==> src/rtl/rps_match_scoreboard_if.sv <==
// ---------------------------------------------------------------------------
// rps_match_scoreboard_if
//
// Purpose: bundles the signals between the game-engine status stream, the
// match scoreboard and the display/LED logic that consumes the tallies.
//
// Signal summary:
//   status_in     engine -> scoreboard  8  {state[2:0], winner[1:0], debug[2:0]}
//   clear         engine -> scoreboard  1  synchronous match clear, active-high
//   p1_score      scoreboard -> display SCORE_W  player 1 round wins
//   p2_score      scoreboard -> display SCORE_W  player 2 round wins
//   tie_count     scoreboard -> display SCORE_W  tied rounds
//   invalid_count scoreboard -> display SCORE_W  rounds with winner code 2'b11
//   last_winner   scoreboard -> display 2  winner code of last counted round
//   round_strobe  scoreboard -> display 1  one-cycle pulse per counted round
//   match_done    scoreboard -> display 1  high while the match is over
//   match_winner  scoreboard -> display 2  01 = P1, 10 = P2, 00 = undecided
//   dbg_state     scoreboard -> display 1  FSM state (0 PLAYING, 1 MATCH_OVER)
//
// Handshake: there is no backpressure. round_strobe acts as a valid-only
// qualifier: it is high for exactly one cycle, during which the tallies and
// last_winner already show the result of that round; a consumer that wants
// to react per round must sample it in that cycle.
// ---------------------------------------------------------------------------
interface rps_match_scoreboard_if #(
    parameter int SCORE_W = 4
);
    logic [7:0]         status_in;
    logic               clear;
    logic [SCORE_W-1:0] p1_score;
    logic [SCORE_W-1:0] p2_score;
    logic [SCORE_W-1:0] tie_count;
    logic [SCORE_W-1:0] invalid_count;
    logic [1:0]         last_winner;
    logic               round_strobe;
    logic               match_done;
    logic [1:0]         match_winner;
    logic               dbg_state;

    // Engine / test side: drives the status stream and clear.
    modport master (
        output status_in,
        output clear,
        input  p1_score,
        input  p2_score,
        input  tie_count,
        input  invalid_count,
        input  last_winner,
        input  round_strobe,
        input  match_done,
        input  match_winner,
        input  dbg_state
    );

    // Scoreboard side.
    modport slave (
        input  status_in,
        input  clear,
        output p1_score,
        output p2_score,
        output tie_count,
        output invalid_count,
        output last_winner,
        output round_strobe,
        output match_done,
        output match_winner,
        output dbg_state
    );
endinterface

==> src/rtl/rps_match_scoreboard.sv <==
// ---------------------------------------------------------------------------
// rps_match_scoreboard
//
// Purpose: watches the stone-paper-scissors engine status byte, detects each
// completed round (entry into the RESULT state), tallies the round winner and
// declares the first player to reach WIN_TARGET round wins as match winner.
//
// Ports:
//   clk    in  system clock
//   reset  in  asynchronous, active-high reset
//   bus    rps_match_scoreboard_if.slave (status_in, clear in; tallies,
//          last_winner, round_strobe, match_done, match_winner, dbg_state out)
//
// Timing: status_in is registered (status_q) and the previous registered
// state code is kept (state_prev_q). A round event is combinational on those
// two registers, so a RESULT first sampled at edge N updates the tallies at
// edge N+1, and round_strobe is high during the cycle after edge N+1.
// ---------------------------------------------------------------------------
module rps_match_scoreboard #(
    parameter int WIN_TARGET = 3,
    parameter int SCORE_W    = 4
) (
    input  logic                      clk,
    input  logic                      reset,
    rps_match_scoreboard_if.slave     bus
);

    localparam logic [2:0]         ST_RESULT = 3'b010;
    localparam logic [SCORE_W-1:0] WIN_T     = SCORE_W'(WIN_TARGET);
    localparam logic [SCORE_W-1:0] SCORE_MAX = '1;
    localparam logic [SCORE_W-1:0] ONE       = SCORE_W'(1);

    typedef enum logic {
        PLAYING    = 1'b0,
        MATCH_OVER = 1'b1
    } state_e;

    // Input stage
    logic [7:0]         status_q;
    logic [2:0]         state_prev_q;

    // Match state
    state_e             state_q,   state_d;
    logic [SCORE_W-1:0] p1_q,      p1_d;
    logic [SCORE_W-1:0] p2_q,      p2_d;
    logic [SCORE_W-1:0] tie_q,     tie_d;
    logic [SCORE_W-1:0] inv_q,     inv_d;
    logic [1:0]         last_q,    last_d;
    logic [1:0]         winner_q,  winner_d;
    logic               strobe_q,  strobe_d;

    logic               round_event;
    logic [1:0]         round_code;

    // The debug bits of the status byte carry no scoring information.
    logic               unused_debug_bits;
    assign unused_debug_bits = ^status_q[2:0];

    // -----------------------------------------------------------------------
    // Input stage: status register and previous state code. These keep
    // running in every FSM state and are not affected by clear, so a RESULT
    // held across a clear still yields only one event.
    // -----------------------------------------------------------------------
    always_ff @(posedge clk or posedge reset) begin
        if (reset) begin
            status_q     <= 8'h00;
            state_prev_q <= 3'b000;
        end else begin
            status_q     <= bus.status_in;
            state_prev_q <= status_q[7:5];
        end
    end

    // Rising edge into RESULT; holding RESULT produces a single event.
    assign round_event = (status_q[7:5] == ST_RESULT) && (state_prev_q != ST_RESULT);
    assign round_code  = status_q[4:3];

    // -----------------------------------------------------------------------
    // FSM and tally registers
    // -----------------------------------------------------------------------
    always_ff @(posedge clk or posedge reset) begin
        if (reset) begin
            state_q  <= PLAYING;
            p1_q     <= '0;
            p2_q     <= '0;
            tie_q    <= '0;
            inv_q    <= '0;
            last_q   <= 2'b00;
            winner_q <= 2'b00;
            strobe_q <= 1'b0;
        end else begin
            state_q  <= state_d;
            p1_q     <= p1_d;
            p2_q     <= p2_d;
            tie_q    <= tie_d;
            inv_q    <= inv_d;
            last_q   <= last_d;
            winner_q <= winner_d;
            strobe_q <= strobe_d;
        end
    end

    // -----------------------------------------------------------------------
    // Next-state / tally logic. Clear has priority over a coincident round
    // event: the round is dropped and no strobe is issued.
    // -----------------------------------------------------------------------
    always_comb begin
        state_d  = state_q;
        p1_d     = p1_q;
        p2_d     = p2_q;
        tie_d    = tie_q;
        inv_d    = inv_q;
        last_d   = last_q;
        winner_d = winner_q;
        strobe_d = 1'b0;

        if (bus.clear) begin
            state_d  = PLAYING;
            p1_d     = '0;
            p2_d     = '0;
            tie_d    = '0;
            inv_d    = '0;
            last_d   = 2'b00;
            winner_d = 2'b00;
        end else begin
            case (state_q)
                PLAYING: begin
                    if (round_event) begin
                        last_d   = round_code;
                        strobe_d = 1'b1;
                        case (round_code)
                            2'b01: begin
                                // Scores never pass WIN_TARGET: reaching it
                                // ends the match and freezes the tallies.
                                p1_d = p1_q + ONE;
                                if (p1_d == WIN_T) begin
                                    state_d  = MATCH_OVER;
                                    winner_d = 2'b01;
                                end
                            end
                            2'b10: begin
                                p2_d = p2_q + ONE;
                                if (p2_d == WIN_T) begin
                                    state_d  = MATCH_OVER;
                                    winner_d = 2'b10;
                                end
                            end
                            2'b00: begin
                                if (tie_q != SCORE_MAX) begin
                                    tie_d = tie_q + ONE;
                                end
                            end
                            default: begin
                                if (inv_q != SCORE_MAX) begin
                                    inv_d = inv_q + ONE;
                                end
                            end
                        endcase
                    end
                end
                MATCH_OVER: begin
                    // Rounds are ignored until clear or reset.
                end
                default: begin
                    state_d = PLAYING;
                end
            endcase
        end
    end

    // -----------------------------------------------------------------------
    // Outputs
    // -----------------------------------------------------------------------
    assign bus.p1_score      = p1_q;
    assign bus.p2_score      = p2_q;
    assign bus.tie_count     = tie_q;
    assign bus.invalid_count = inv_q;
    assign bus.last_winner   = last_q;
    assign bus.round_strobe  = strobe_q;
    assign bus.match_done    = (state_q == MATCH_OVER);
    assign bus.match_winner  = winner_q;
    assign bus.dbg_state     = (state_q == MATCH_OVER);

endmodule

==> src/flat_wrapper.sv <==
// flat-port wrapper written by rule: the top's interface ports become plain ports
module rps_match_scoreboard_flat 
#(
    parameter int WIN_TARGET = 3,
    parameter int SCORE_W    = 4
)
  (clk, reset, bus_status_in, bus_clear, bus_p1_score, bus_p2_score, bus_tie_count, bus_invalid_count, bus_last_winner, bus_round_strobe, bus_match_done, bus_match_winner, bus_dbg_state);
  rps_match_scoreboard_if #(.SCORE_W(SCORE_W)) bus_i ();
  input  logic clk;
  input  logic reset;
  input wire logic [$bits(bus_i.status_in)-1:0] bus_status_in;
  input wire logic [$bits(bus_i.clear)-1:0] bus_clear;
  output wire logic [$bits(bus_i.p1_score)-1:0] bus_p1_score;
  output wire logic [$bits(bus_i.p2_score)-1:0] bus_p2_score;
  output wire logic [$bits(bus_i.tie_count)-1:0] bus_tie_count;
  output wire logic [$bits(bus_i.invalid_count)-1:0] bus_invalid_count;
  output wire logic [$bits(bus_i.last_winner)-1:0] bus_last_winner;
  output wire logic [$bits(bus_i.round_strobe)-1:0] bus_round_strobe;
  output wire logic [$bits(bus_i.match_done)-1:0] bus_match_done;
  output wire logic [$bits(bus_i.match_winner)-1:0] bus_match_winner;
  output wire logic [$bits(bus_i.dbg_state)-1:0] bus_dbg_state;
  assign bus_i.status_in = bus_status_in;
  assign bus_i.clear = bus_clear;
  assign bus_p1_score = bus_i.p1_score;
  assign bus_p2_score = bus_i.p2_score;
  assign bus_tie_count = bus_i.tie_count;
  assign bus_invalid_count = bus_i.invalid_count;
  assign bus_last_winner = bus_i.last_winner;
  assign bus_round_strobe = bus_i.round_strobe;
  assign bus_match_done = bus_i.match_done;
  assign bus_match_winner = bus_i.match_winner;
  assign bus_dbg_state = bus_i.dbg_state;
  rps_match_scoreboard #(.WIN_TARGET(WIN_TARGET), .SCORE_W(SCORE_W)) u_core (.clk(clk), .reset(reset), .bus(bus_i));
endmodule
==> config.mk <==
export PLATFORM = sky130hd
export DESIGN_NAME = rps_match_scoreboard_flat
export DESIGN_NICKNAME = d
export VERILOG_FILES = /design/src/rtl/rps_match_scoreboard_if.sv /design/src/rtl/rps_match_scoreboard.sv /design/src/flat_wrapper.sv
export SDC_FILE = /design/constraint.sdc
export NUM_CORES = 1
export LEC_CHECK = 0
export CORE_MARGIN = 2
export CORE_UTILIZATION = 53
export CTS_CLUSTER_DIAMETER = 60
export DETAILED_ROUTE_END_ITERATION = 6
export PLACE_DENSITY = 0.84
export SYNTH_ARGS = -nofsm -noshare
export SYNTH_HDL_FRONTEND = slang
export SYNTH_SLANG_ARGS = --single-unit
export TNS_END_PERCENT = 5
==> constraint.sdc <==
create_clock -name clk -period 3.4 [get_ports clk]
set_input_delay 0.68 -clock clk [delete_from_list [all_inputs] [get_ports clk]]
set_output_delay 0.68 -clock clk [all_outputs]
set_load 0.01 [all_outputs]
==> Implementation_results.wiki, run 1 <==
{| class="wikitable"
! Metric !! Value
|-
| Initial Utilization || 0.5473
|-
| Routing layer with the top usage in global route || met2
|-
| Maximum fanout along the worst path || 7
|-
| Avg Cell Area, Syn || approximately 10 um^2
|-
| Layout Nets || 197
|-
| Part of the cycle the worst path needs || 0.5954
|-
| Met3 demand-to-capacity share in global routing || 0.05069
|-
| Setup clock skew after layout || 0.01130 ns
|-
| Type of the worst min-delay path || flop to flop
|-
| Final setup slack of the worst path || approximately 1.4 ns
|-
| Most frequent cells after synthesis || sky130_fd_sc_hd__dfrtp_1, sky130_fd_sc_hd__nor2_1, sky130_fd_sc_hd__nand2_1
|-
| Leakage power figure || 0.8010 nW
|-
| Number of routed nets with antenna violations || 0
|-
| Netlist cell types || 33
|-
| Post-synth top flop || sky130_fd_sc_hd__dfrtp_1
|-
| Max Cap Violations || 0
|-
| Overflow left after global routing || 0
|-
| Critical path start-end classification || flop to primary output
|-
| Pwr/cell area || 342.4 nW/um^2
|-
| Final period demand of the worst path || approximately 2 ns
|-
| CP Cell Sequence || clkdlybuf4s50_1
|-
| Root buf cell || sky130_fd_sc_hd__clkbuf_4
|-
| Count of pins over their slew limit || 0
|-
| Delay contributed by the slowest stage of the critical path || 0.57 ns
|-
| Total Negative Setup Slacks || 0 ns
|-
| Post-synthesis instance total || 143
|-
| Clock edge transition at the registers on the reported setup and hold paths || about 0.090 ns
|-
| Sum of net half-perimeters after detailed placement || just under 2000 um
|-
| Final cell area excluding filler cells || between 1500 and 2000 um^2
|-
| Buffers inserted during post-CTS setup optimization || 0
|-
| Total design power || 0.6310 mW
|-
| Final estimated routing congestion in global placement || 0.7413
|-
| Cell accounting for the most synthesized area || sky130_fd_sc_hd__dfrtp_1
|-
| Crit start category || flop
|-
| Routed len/inst || 13.45 um
|-
| Wire length after detailed routing || about 2800 um
|-
| Antenna violations before repair || 0
|-
| Global routing usage on met2 || 0.3306
|-
| Std-Cell Core Area || 2686 um^2
|-
| Share of synthesized flip-flops with an asynchronous set or reset || 1.000
|-
| Final std cells w/o fill || 208
|-
| Critical Path RT || 2.72 ns
|-
| Mapped Area || 1470 um^2
|-
| Number of cell rows || 19
|-
| Number of buffers added by the clock tree synthesis step || 5
|-
| Post-CTS sizing || 0
|-
| Max IR drop VDD || 262.3 uV
|-
| Arrival @ worst endpoint || 1.34 ns
|-
| Number of clock sinks || 30
|-
| Worst setup EP type || primary output
|-
| Highest achievable clock rate || 494.0 MHz
|-
| Flip-flop and latch count after synthesis || 30
|-
| Maximum number of pins on one net before global-route repair || 31
|-
| Tightest Pin Transition || 0.7729 ns
|-
| RSZ-0062 raised after global routing || no
|-
| TritonCTS clock tree || done
|-
| Synthesized net count || 164
|-
| Count of flip-flops with a built-in enable after synthesis || 0
|-
| CP max-delay cell || sky130_fd_sc_hd__clkdlybuf4s50_1
|-
| Number of vias after detailed routing || 1114
|-
| Most used standard cell by instance count after synthesis || sky130_fd_sc_hd__dfrtp_1
|-
| Hold Violations, Final || 0
|-
| Die Outline Area || around 3200 um^2
|-
| Fraction of final layout cells with drive strength greater than 1 || 0.07345
|-
| First-pass detailed-route iteration total || 4
|-
| Buffers and inverters on the worst path || 1
|-
| Core Util, Final || 0.6861
|-
| Launching point of the worst reg2reg path || u_core.state_prev_q[1]
|-
| Number of buffers added on ports || 30
|-
| Worst slew margin || 0.4831
|-
| Worst-skew pair later-pin latency || just over 0.3 ns
|-
| Worst setup startpoint || u_core.bus.p2_score[1]
|-
| Origin of the worst min-delay path || u_core.status_q[5]
|-
| Area growth from synthesis to layout || 25.36%
|-
| Yosys top cell area share || 0.5106
|-
| Number of failing setup endpoints in the final timing report || 0
|-
| Total DRC errors in the routed layout || 0
|-
| Die X || ~57 um
|-
| Number of cells after detailed placement || 200
|-
| Number of DRC markers in iteration 0 || 29
|-
| Dominant delay contributor by cell family on the critical path || buffers and inverters
|-
| Floorplan die height || 56.67 um
|-
| Pre-CTS WS || roughly 1.3 ns
|-
| Count of boundary I/O pins || 34
|-
| Placed Area || 1783 um^2
|-
| Dominant cells by area after synthesis || sky130_fd_sc_hd__dfrtp_1, sky130_fd_sc_hd__ha_1, sky130_fd_sc_hd__nor2_1
|-
| Count of hold buffers inserted by post-cts repair || 0
|-
| First-pass GRT wire length || between 4000 and 5000 um
|-
| Met1 GRT Util || 0.2523
|-
| Hold Worst Slack || 0.3809 ns
|-
| Status || finished clean
|-
| Diode insertion count for antenna repair || 0
|-
| All-layer global routing usage || 0.2030
|-
| Number of levels in the clock H-tree || 2
|-
| Number of global-route vias before repair || 1154
|-
| Maximum buffer depth of the clock tree || 2
|-
| Post-synthesis sequential area ratio || 0.5106
|-
| Number of vias per cell after detailed routing || 5.356
|-
| Synthesis Warnings || 0
|}
-- metal layers --
metal,wire [um],up-vias
met5,0,-
met4,40,0
met3,103,4
met2,1371,22
met1,1281,540
li1,-,548
-- report_power, final --
| part | internal [mW] | leakage [nW] | switching [mW] |
|---|---|---|---|
| sequential | 0.364 | 0.399 | 0.00622 |
| combinational | 0.0205 | 0.366 | 0.0273 |
| clock | 0.100 | 0.0353 | 0.113 |
-- kinds of logic after synthesis --
family | share of synthesized area
compound gates | 0.08768
xor+xnor | 0.07149
simple gates | 0.2017
flops | 0.5106
buf+inv | 0.04340
fa+ha+maj | 0.08511
-- flip-flops by register name (all words and copies together), names as in the netlist --
name	cells
u_core.bus.p2_score	4
u_core.bus.round_strobe	1
u_core.bus.tie_count	4
u_core.state_prev_q	3
u_core.bus.last_winner	2
u_core.bus.dbg_state	1
u_core.bus.match_winner	2
u_core.status_q	5
u_core.bus.invalid_count	4
u_core.bus.p1_score	4
-- final timing paths --
kind,depth (start not counted),endpoint,slack (ns)
worst max-delay path,1,bus_p2_score[1],1.38
worst min-delay path,0,u_core.state_prev_q[0],0.38
worst max register to register,4,u_core.bus.match_winner[1],1.51
worst min register to register,0,u_core.state_prev_q[0],0.38
max in group asynchronous,3,u_core.bus.p2_score[2],2.40
min in group asynchronous,3,u_core.bus.p1_score[1],0.73
-- cells in the final DEF, fill, tap and decap left out, types with 2 or more instances in the layout --
| master | Yosys | layout |
|---|---|---|
| sky130_fd_sc_hd__inv_1 | 8 | 8 |
| sky130_fd_sc_hd__a311oi_1 | 2 | 2 |
| sky130_fd_sc_hd__xnor2_1 | 8 | 8 |
| sky130_fd_sc_hd__dfrtp_1 | 30 | 30 |
| sky130_fd_sc_hd__nor2_1 | 19 | 19 |
| sky130_fd_sc_hd__nand2_1 | 15 | 15 |
| sky130_fd_sc_hd__xor2_1 | 4 | 4 |
| sky130_fd_sc_hd__and3_1 | 2 | 2 |
| sky130_fd_sc_hd__clkdlybuf4s50_1 | 0 | 30 |
| sky130_fd_sc_hd__ha_1 | 10 | 10 |
| sky130_fd_sc_hd__clkbuf_4 | 0 | 5 |
| sky130_fd_sc_hd__nand3_1 | 10 | 10 |
| sky130_fd_sc_hd__o21ai_1 | 2 | 2 |
| sky130_fd_sc_hd__a21oi_1 | 8 | 8 |
| sky130_fd_sc_hd__nor3_2 | 3 | 3 |
-- area by class of cell --
| class | instances | area, um^2 |
|---|---|---|
| Multi-Input combinational cell | 100 | 655.6 |
| Inverter | 8 | 30.03 |
| Timing Repair Buffer | 31 | 307.8 |
| Clock inverter | 1 | 5.005 |
| Clock buffer | 7 | 55.05 |
| Sequential cell | 30 | 750.7 |
| Tap cell | 31 | 38.79 |
| Fill cell | 210 | 843.3 |
Note: power is estimated with default switching activity, not from simulation.
==> inputs of run 2 (changes only) <==
Settings changed: CORE_UTILIZATION 53 to 49, PLACE_DENSITY 0.84 to 0.78.
Clock period 3.4 ns to 2.1 ns, I/O delays scaled along.
==> Implementation_results.wiki, run 2 (synthesis gave the netlist of run 1 again) <==
{| class="wikitable"
! Metric !! Value
|-
| Std-Cell Core Area || 2805 um^2 (+4.4%)
|-
| Total DRC errors in the routed layout || 0 (unchanged)
|-
| Tightest Pin Transition || 0.3899 ns (-0.3830 ns)
|-
| Buffers and inverters on the worst path || 1 (unchanged)
|-
| First-pass GRT wire length || 4560 um (-8.7%)
|-
| Total Negative Setup Slacks || 0 ns (unchanged)
|-
| Status || finished clean
|-
| Pwr/cell area || 585.2 nW/um^2 (+71%)
|-
| Type of the worst min-delay path || flop to flop
|-
| Die X || 58.78 um (+3.7%)
|-
| Count of boundary I/O pins || 34 (unchanged)
|-
| Launching point of the worst reg2reg path || u_core.status_q[4]
|-
| Final estimated routing congestion in global placement || 0.7311 (-1.4%)
|-
| Number of global-route vias before repair || 1089 (-5.6%)
|-
| Die Outline Area || 3455 um^2 (+7.6%)
|-
| Sum of met2 wire segment lengths after detailed routing || 1383 um (+0.88%)
|-
| Fraction of final layout cells with drive strength greater than 1 || 0.08939 (+0.01594)
|-
| Number of failing setup endpoints in the final timing report || 0 (unchanged)
|-
| Uppermost layer routed || met4
|-
| Area growth from synthesis to layout || 27.66%
|-
| Highest achievable clock rate || approximately 570 MHz
|-
| Number of buffers added on ports || 30 (unchanged)
|-
| Initial Utilization || 0.5241 (-0.02319)
|-
| TritonCTS clock tree || done
|-
| Leading cell types in the layout, fill and taps excluded || sky130_fd_sc_hd__clkdlybuf4s50_1, sky130_fd_sc_hd__dfrtp_1, sky130_fd_sc_hd__nor2_1
|-
| RSZ-0062 raised after global routing || no
|-
| Layout Nets || 199 (+1.0%)
|-
| Root buf cell || sky130_fd_sc_hd__clkbuf_4
|-
| Maximum fanout along the worst path || 5 (-2)
|-
| Met3 routed wirelength || 91 um (-12%)
|-
| Worst setup startpoint || u_core.bus.dbg_state
|-
| Setup clock skew after layout || 0.01109 ns (-0.0002098 ns)
|-
| Number of vias after detailed routing || 1134 (+1.8%)
|-
| Final std cells w/o fill || 210 (+0.96%)
|-
| CP Cell Sequence || clkdlybuf4s50_1
|-
| Worst-skew pair later-pin latency || 0.33 ns (+0.02 ns)
|-
| Crit start category || flop
|-
| Clock edge transition at the registers on the reported setup and hold paths || 0.09 ns (about the same)
|-
| Number of buffers added by the clock tree synthesis step || 5 (unchanged)
|-
| Largest register FFs || 5 (unchanged)
|-
| Count of hold buffers inserted by post-cts repair || 0 (unchanged)
|-
| All-layer global routing usage || 0.1807 (-0.02231)
|-
| Core Util, Final || 0.6690 (-0.01703)
|-
| Origin of the worst min-delay path || u_core.status_q[7]
|-
| Total routed wire length on the met1 layer || 1239 um (-3.3%)
|-
| Part of the cycle the worst path needs || 0.8390
|-
| Number of clock sinks || 30 (unchanged)
|-
| Largest reg by FF count || u_core.status_q
|-
| Leakage power figure || 0.8193 nW (+2.3%)
|-
| First-pass detailed-route iteration total || 6 (+2)
|-
| Overflow left after global routing || 0 (unchanged)
|-
| Worst slew margin || 0.7393 (+0.2562)
|-
| Maximum number of pins on one net before global-route repair || 31 (unchanged)
|-
| Delay contributed by the slowest stage of the critical path || 0.57 ns (about the same)
|-
| Max Cap Violations || 0 (unchanged)
|-
| Worst setup EP type || primary output
|-
| Sum of net half-perimeters after detailed placement || 2003 um (+0.95%)
|-
| Number of cells after detailed placement || 202 (+1.0%)
|-
| Number of routed nets with antenna violations || 0 (unchanged)
|-
| Wire length after detailed routing || 2779 um (-0.64%)
|-
| Count of pins over their slew limit || 0 (unchanged)
|-
| Dominant delay contributor by cell family on the critical path || buffers and inverters
|-
| Post-CTS sizing || 0 (unchanged)
|-
| Final period demand of the worst path || approximately 1.8 ns
|-
| Arrival @ worst endpoint || 1.34 ns (about the same)
|-
| Diode insertion count for antenna repair || 0 (unchanged)
|-
| Max IR drop VDD || 328.9 uV (+25%)
|-
| Buffers inserted during post-CTS setup optimization || 0 (unchanged)
|-
| Critical Path RT || 1.68 ns (-1.04 ns)
|-
| Routed len/inst || 13.23 um (-1.6%)
|-
| Number of levels in the clock H-tree || 2 (unchanged)
|-
| Number of fill cells in the layout || 233 (+11%)
|-
| Number of cell rows || 19 (unchanged)
|-
| Maximum buffer depth of the clock tree || 2 (unchanged)
|-
| Hold Violations, Final || 0 (unchanged)
|-
| Number of DRC markers in iteration 0 || 45 (+55%)
|-
| Critical path start-end classification || flop to primary output
|-
| Number of vias per cell after detailed routing || 5.400 (+0.83%)
|-
| CP max-delay cell || sky130_fd_sc_hd__clkdlybuf4s50_1
|-
| Floorplan die height || 58.78 um (+3.7%)
|-
| Antenna violations before repair || 0 (unchanged)
|}
run 2: cell count changes in the layout (fill, tap and decap cells not counted), sizes merged:
cell	delta
clkbuf	+1
buf	+2
clkinv	-1
run 2: worst reg2reg max path: cells and delay by family, from the launching register on:
family                     cells  cell delay (ns)
adders and majority gates      1             0.28
DFF                            1             0.42
AOI/OAI and AO/OA              2             0.28
buffers and inverters          1             0.09
and+or+nand+nor                3             0.55
run 2: through the flow:
| stage | total power, mW | hold WS, ns | instance area (um^2) | setup slack [ns] |
|---|---|---|---|---|
| after floorplan | 0.6549 | 0.3543 | 1470 | 0.4902 |
| after global placement | 0.6886 | 0.3604 | 1798 | 0.4369 |
| after detailed placement | 0.6915 | 0.3654 | 1798 | 0.3857 |
| after CTS | 1.118 | 0.3876 | 1877 | 0.3145 |
| after global routing | 1.153 | 0.3933 | 1877 | 0.1859 |
| final | 1.098 | 0.3838 | 1877 | 0.3381 |
run 2: where the power goes:
group / internal, mW / leakage [nW] / switching, mW / total, mW
clock: 0.229 / 0.0446 / 0.191 / 0.420
combinational: 0.0352 / 0.375 / 0.0450 / 0.0802
sequential: 0.589 / 0.399 / 0.00928 / 0.598
total: 0.853 / 0.819 / 0.245 / 1.10
run 2: worst paths after layout:
path,endpoint,slack [ns],cells after the start
worst max-delay path,bus_dbg_state,0.34,1
worst min-delay path,u_core.state_prev_q[2],0.38,0
worst max register to register,u_core.bus.match_winner[1],0.37,7
worst min register to register,u_core.state_prev_q[2],0.38,0
max in group asynchronous,u_core.bus.p2_score[1],1.37,3
min in group asynchronous,u_core.state_prev_q[0],0.46,3
run 2: area by class of cell:
type | instances | area, um^2 | share of cell area
Sequential cell | 30 | 750.7 | 0.4000
Inverter | 8 | 30.03 | 0.01600
Clock buffer | 8 | 78.83 | 0.04200
Multi-Input combinational cell | 100 | 655.6 | 0.3493
Tap cell | 31 | 38.79 | 0.02067
Timing Repair Buffer | 33 | 322.8 | 0.1720
run 2: per-layer routing:
metal / GRT usage / vias to the layer above
li1: - / 554
met1: 0.2194 / 549
met2: 0.2825 / 24
met3: 0.04835 / 7
met4: 0.1169 / 0
met5: 0 / -
==> inputs of run 3 (changes only) <==
Settings changed: CORE_UTILIZATION 49 to 44, PLACE_DENSITY 0.78 to 0.74.
Clock period 2.1 ns to 1.6 ns, I/O delays scaled along.
==> Implementation_results.wiki, run 3 (synthesis gave the netlist of run 1 again) <==
{| class="wikitable"
! Metric !! Value
|-
| Status || complete, but fails checks
|-
| Failing checks || setup timing
|-
| Leading cell type in the layout, fill and taps excluded || sky130_fd_sc_hd__dfrtp_1
|-
| Worst slew margin || 0.7463 (+0.007079)
|-
| Initial Utilization || 0.4700 (-0.05409)
|-
| Dominant delay contributor by cell family on the critical path || simple AND/OR/NAND/NOR gates
|-
| Number of cells after detailed placement || 224 (+11%)
|-
| Pwr/cell area || 659.0 nW/um^2 (+13%)
|-
| Critical Path RT || 1.88 ns (+0.20 ns)
|-
| Launching point of the worst reg2reg path || u_core.bus.p2_score[1]
|-
| Largest reg by FF count || u_core.status_q
|-
| Die Outline Area || 3820 um^2 (+11%)
|-
| Placed Area || 1884 um^2 (+4.8%)
|-
| Highest achievable clock rate || 619.8 MHz
|-
| Routed len/inst || 12.93 um (-2.3%)
|-
| Worst setup EP type || flop
|-
| Overflow left after global routing || 0 (unchanged)
|-
| Layout Nets || 211 (+6.0%)
|-
| Number of clock sinks || 30 (unchanged)
|-
| All-layer global routing usage || 0.1772 (-0.003486)
|-
| First-pass GRT wire length || 4843 um (+6.2%)
|-
| Hold Violations, Final || 0 (unchanged)
|-
| Arrival @ worst endpoint || 1.89 ns (+0.55 ns)
|-
| Number of vias after detailed routing || 1173 (+3.4%)
|-
| Count of pins over their slew limit || 0 (unchanged)
|-
| Sum of net half-perimeters after detailed placement || 2198 um (+9.8%)
|-
| Total design power || 1.317 mW (+20%)
|-
| Count of boundary I/O pins || 34 (unchanged)
|-
| Delay contributed by the slowest stage of the critical path || 0.47 ns (-0.10 ns)
|-
| Floorplan die height || 61.81 um (+5.2%)
|-
| Critical path start-end classification || flop to flop
|-
| RSZ-0062 raised after global routing || yes
|-
| Final estimated routing congestion in global placement || 0.7476 (+2.3%)
|-
| Hold Worst Slack || 0.3545 ns (-0.02922 ns)
|-
| Depth of the worst register-to-register path || 7 (unchanged)
|-
| Final std cells w/o fill || 234 (+11%)
|-
| Number of levels in the clock H-tree || 2 (unchanged)
|-
| Number of buffers added on ports || 30 (unchanged)
|-
| Root buf cell || sky130_fd_sc_hd__clkbuf_4
|-
| Setup clock skew after layout || 0.009837 ns (-0.001255 ns)
|-
| Number of fill cells in the layout || 263 (+13%)
|-
| First-pass detailed-route iteration total || 4 (-2)
|-
| Total Negative Setup Slacks || -0.01354 ns (-0.01354 ns)
|-
| Crit start category || flop
|-
| Number of cell rows || 20 (+1)
|-
| Area growth from synthesis to layout || 35.92%
|-
| Number of buffers added by the clock tree synthesis step || 5 (unchanged)
|-
| Pre-CTS WS || -0.04669 ns (-0.4324 ns)
|-
| Wire length after detailed routing || 3026 um (+8.9%)
|-
| Number of global-route vias before repair || 1150 (+5.6%)
|-
| Number of vias per cell after detailed routing || 5.013 (-7.2%)
|-
| Maximum buffer depth of the clock tree || 2 (unchanged)
|-
| Diode insertion count for antenna repair || 0 (unchanged)
|-
| Number of failing setup endpoints in the final timing report || 1 (+1)
|-
| Number of routed nets with antenna violations || 0 (unchanged)
|-
| Leading cell types in the layout, fill and taps excluded || sky130_fd_sc_hd__dfrtp_1, sky130_fd_sc_hd__nor2_1, sky130_fd_sc_hd__dlygate4sd2_1
|-
| TritonCTS clock tree || done
|-
| Maximum number of pins on one net before global-route repair || 31 (unchanged)
|-
| Buffers and inverters on the worst path || 1 (unchanged)
|-
| Worst-skew pair later-pin latency || 0.33 ns (about the same)
|-
| Worst R2R End || u_core.bus.match_winner[1]
|-
| R2R setup slack || -0.01 ns (-0.38 ns)
|-
| Clock edge transition at the registers on the reported setup and hold paths || 0.09 ns (about the same)
|-
| Number of DRC markers in iteration 0 || 25 (-44%)
|-
| Maximum fanout along the worst path || 4 (-1)
|-
| Final period demand of the worst path || 1.614 ns
|-
| Part of the cycle the worst path needs || 1.008
|-
| Std-Cell Core Area || 3128 um^2 (+12%)
|-
| CP Cell Sequence || buf_6 > ha_4 > or4b_4 > o31ai_4 > nand2_2 > a21oi_2 > o211a_1
|-
| Max Cap Violations || 0 (unchanged)
|-
| Antenna violations before repair || 0 (unchanged)
|-
| Die X || 61.81 um (+5.2%)
|-
| Fraction of final layout cells with drive strength greater than 1 || 0.2105 (+0.1211)
|-
| Total DRC errors in the routed layout || 0 (unchanged)
|-
| Largest register FFs || 5 (unchanged)
|-
| Final cell area excluding filler cells || 1998 um^2 (+6.5%)
|-
| Core Util, Final || 0.6388 (-0.03024)
|-
| Type of the worst min-delay path || input port to asynchronous set/reset pin
|-
| Tightest Pin Transition || 0.3805 ns (-0.009398 ns)
|-
| Leakage power figure || 0.9854 nW (+20%)
|-
| Max IR drop VDD || 384.5 uV (+17%)
|-
| CP max-delay cell || sky130_fd_sc_hd__or4b_4
|-
| Final setup slack of the worst path || -0.01354 ns (-0.3516 ns)
|}
-- run 3: layout make-up --
type	count	area, um^2	share of cell area
multi-input combinational	100	715.7	0.3582
timing repair buffer	45	400.4	0.2004
inverter	8	30.03	0.01503
tap	44	55.05	0.02755
sequential	30	752.0	0.3763
clock buffer	7	45.04	0.02254
-- run 3: what timing repair did --
action,CTS,global route
hold buffers,0,0
setup endpoints to repair,20,6
pin swaps,0,5
setup buffers,1,2
gates resized for setup,19,18
-- run 3: tightest hold or removal path, stage by stage --
cell,delay (ns)
sky130_fd_sc_hd__clkdlybuf4s50_1,0.39
sky130_fd_sc_hd__inv_1,0.05
sky130_fd_sc_hd__buf_4,0.34
-- run 3: power breakdown --
group	internal [mW]	total (mW)	switching (mW)
Combinational	0.0573	0.125	0.0680
Sequential	0.773	0.784	0.0110
Clock	0.165	0.407	0.242
-- run 3: routing by layer --
| layer | part of all wire | track usage | wire (um) | vias to the layer above |
|---|---|---|---|---|
| met1 | 0.42 | 0.2079 | 1265 | 568 |
| met2 | 0.52 | 0.2962 | 1580 | 25 |
| li1 | - | - | - | 573 |
| met4 | 0.020 | 0.1003 | 61 | 0 |
| met3 | 0.039 | 0.04348 | 119 | 7 |
| met5 | 0 | 0 | 0 | - |
-- run 3: how the worst max path moves through the flow --
stage / startpoint / endpoint / slack, ns / cells after the start
after floorplan: u_core.bus.p2_score[0] / u_core.bus.match_winner[1] / 0.003 / 6
after global placement: u_core.bus.p2_score[0] / u_core.bus.match_winner[1] / 0.02 / 7
after detailed placement: u_core.bus.p2_score[0] / u_core.bus.match_winner[1] / -0.05 / 7
after CTS: u_core.bus.p2_score[1] / u_core.bus.match_winner[1] / -0.07 / 7
after global routing: u_core.bus.p2_score[1] / u_core.bus.match_winner[1] / -0.1 / 7
final: u_core.bus.p2_score[1] / u_core.bus.match_winner[1] / -0.01 / 7
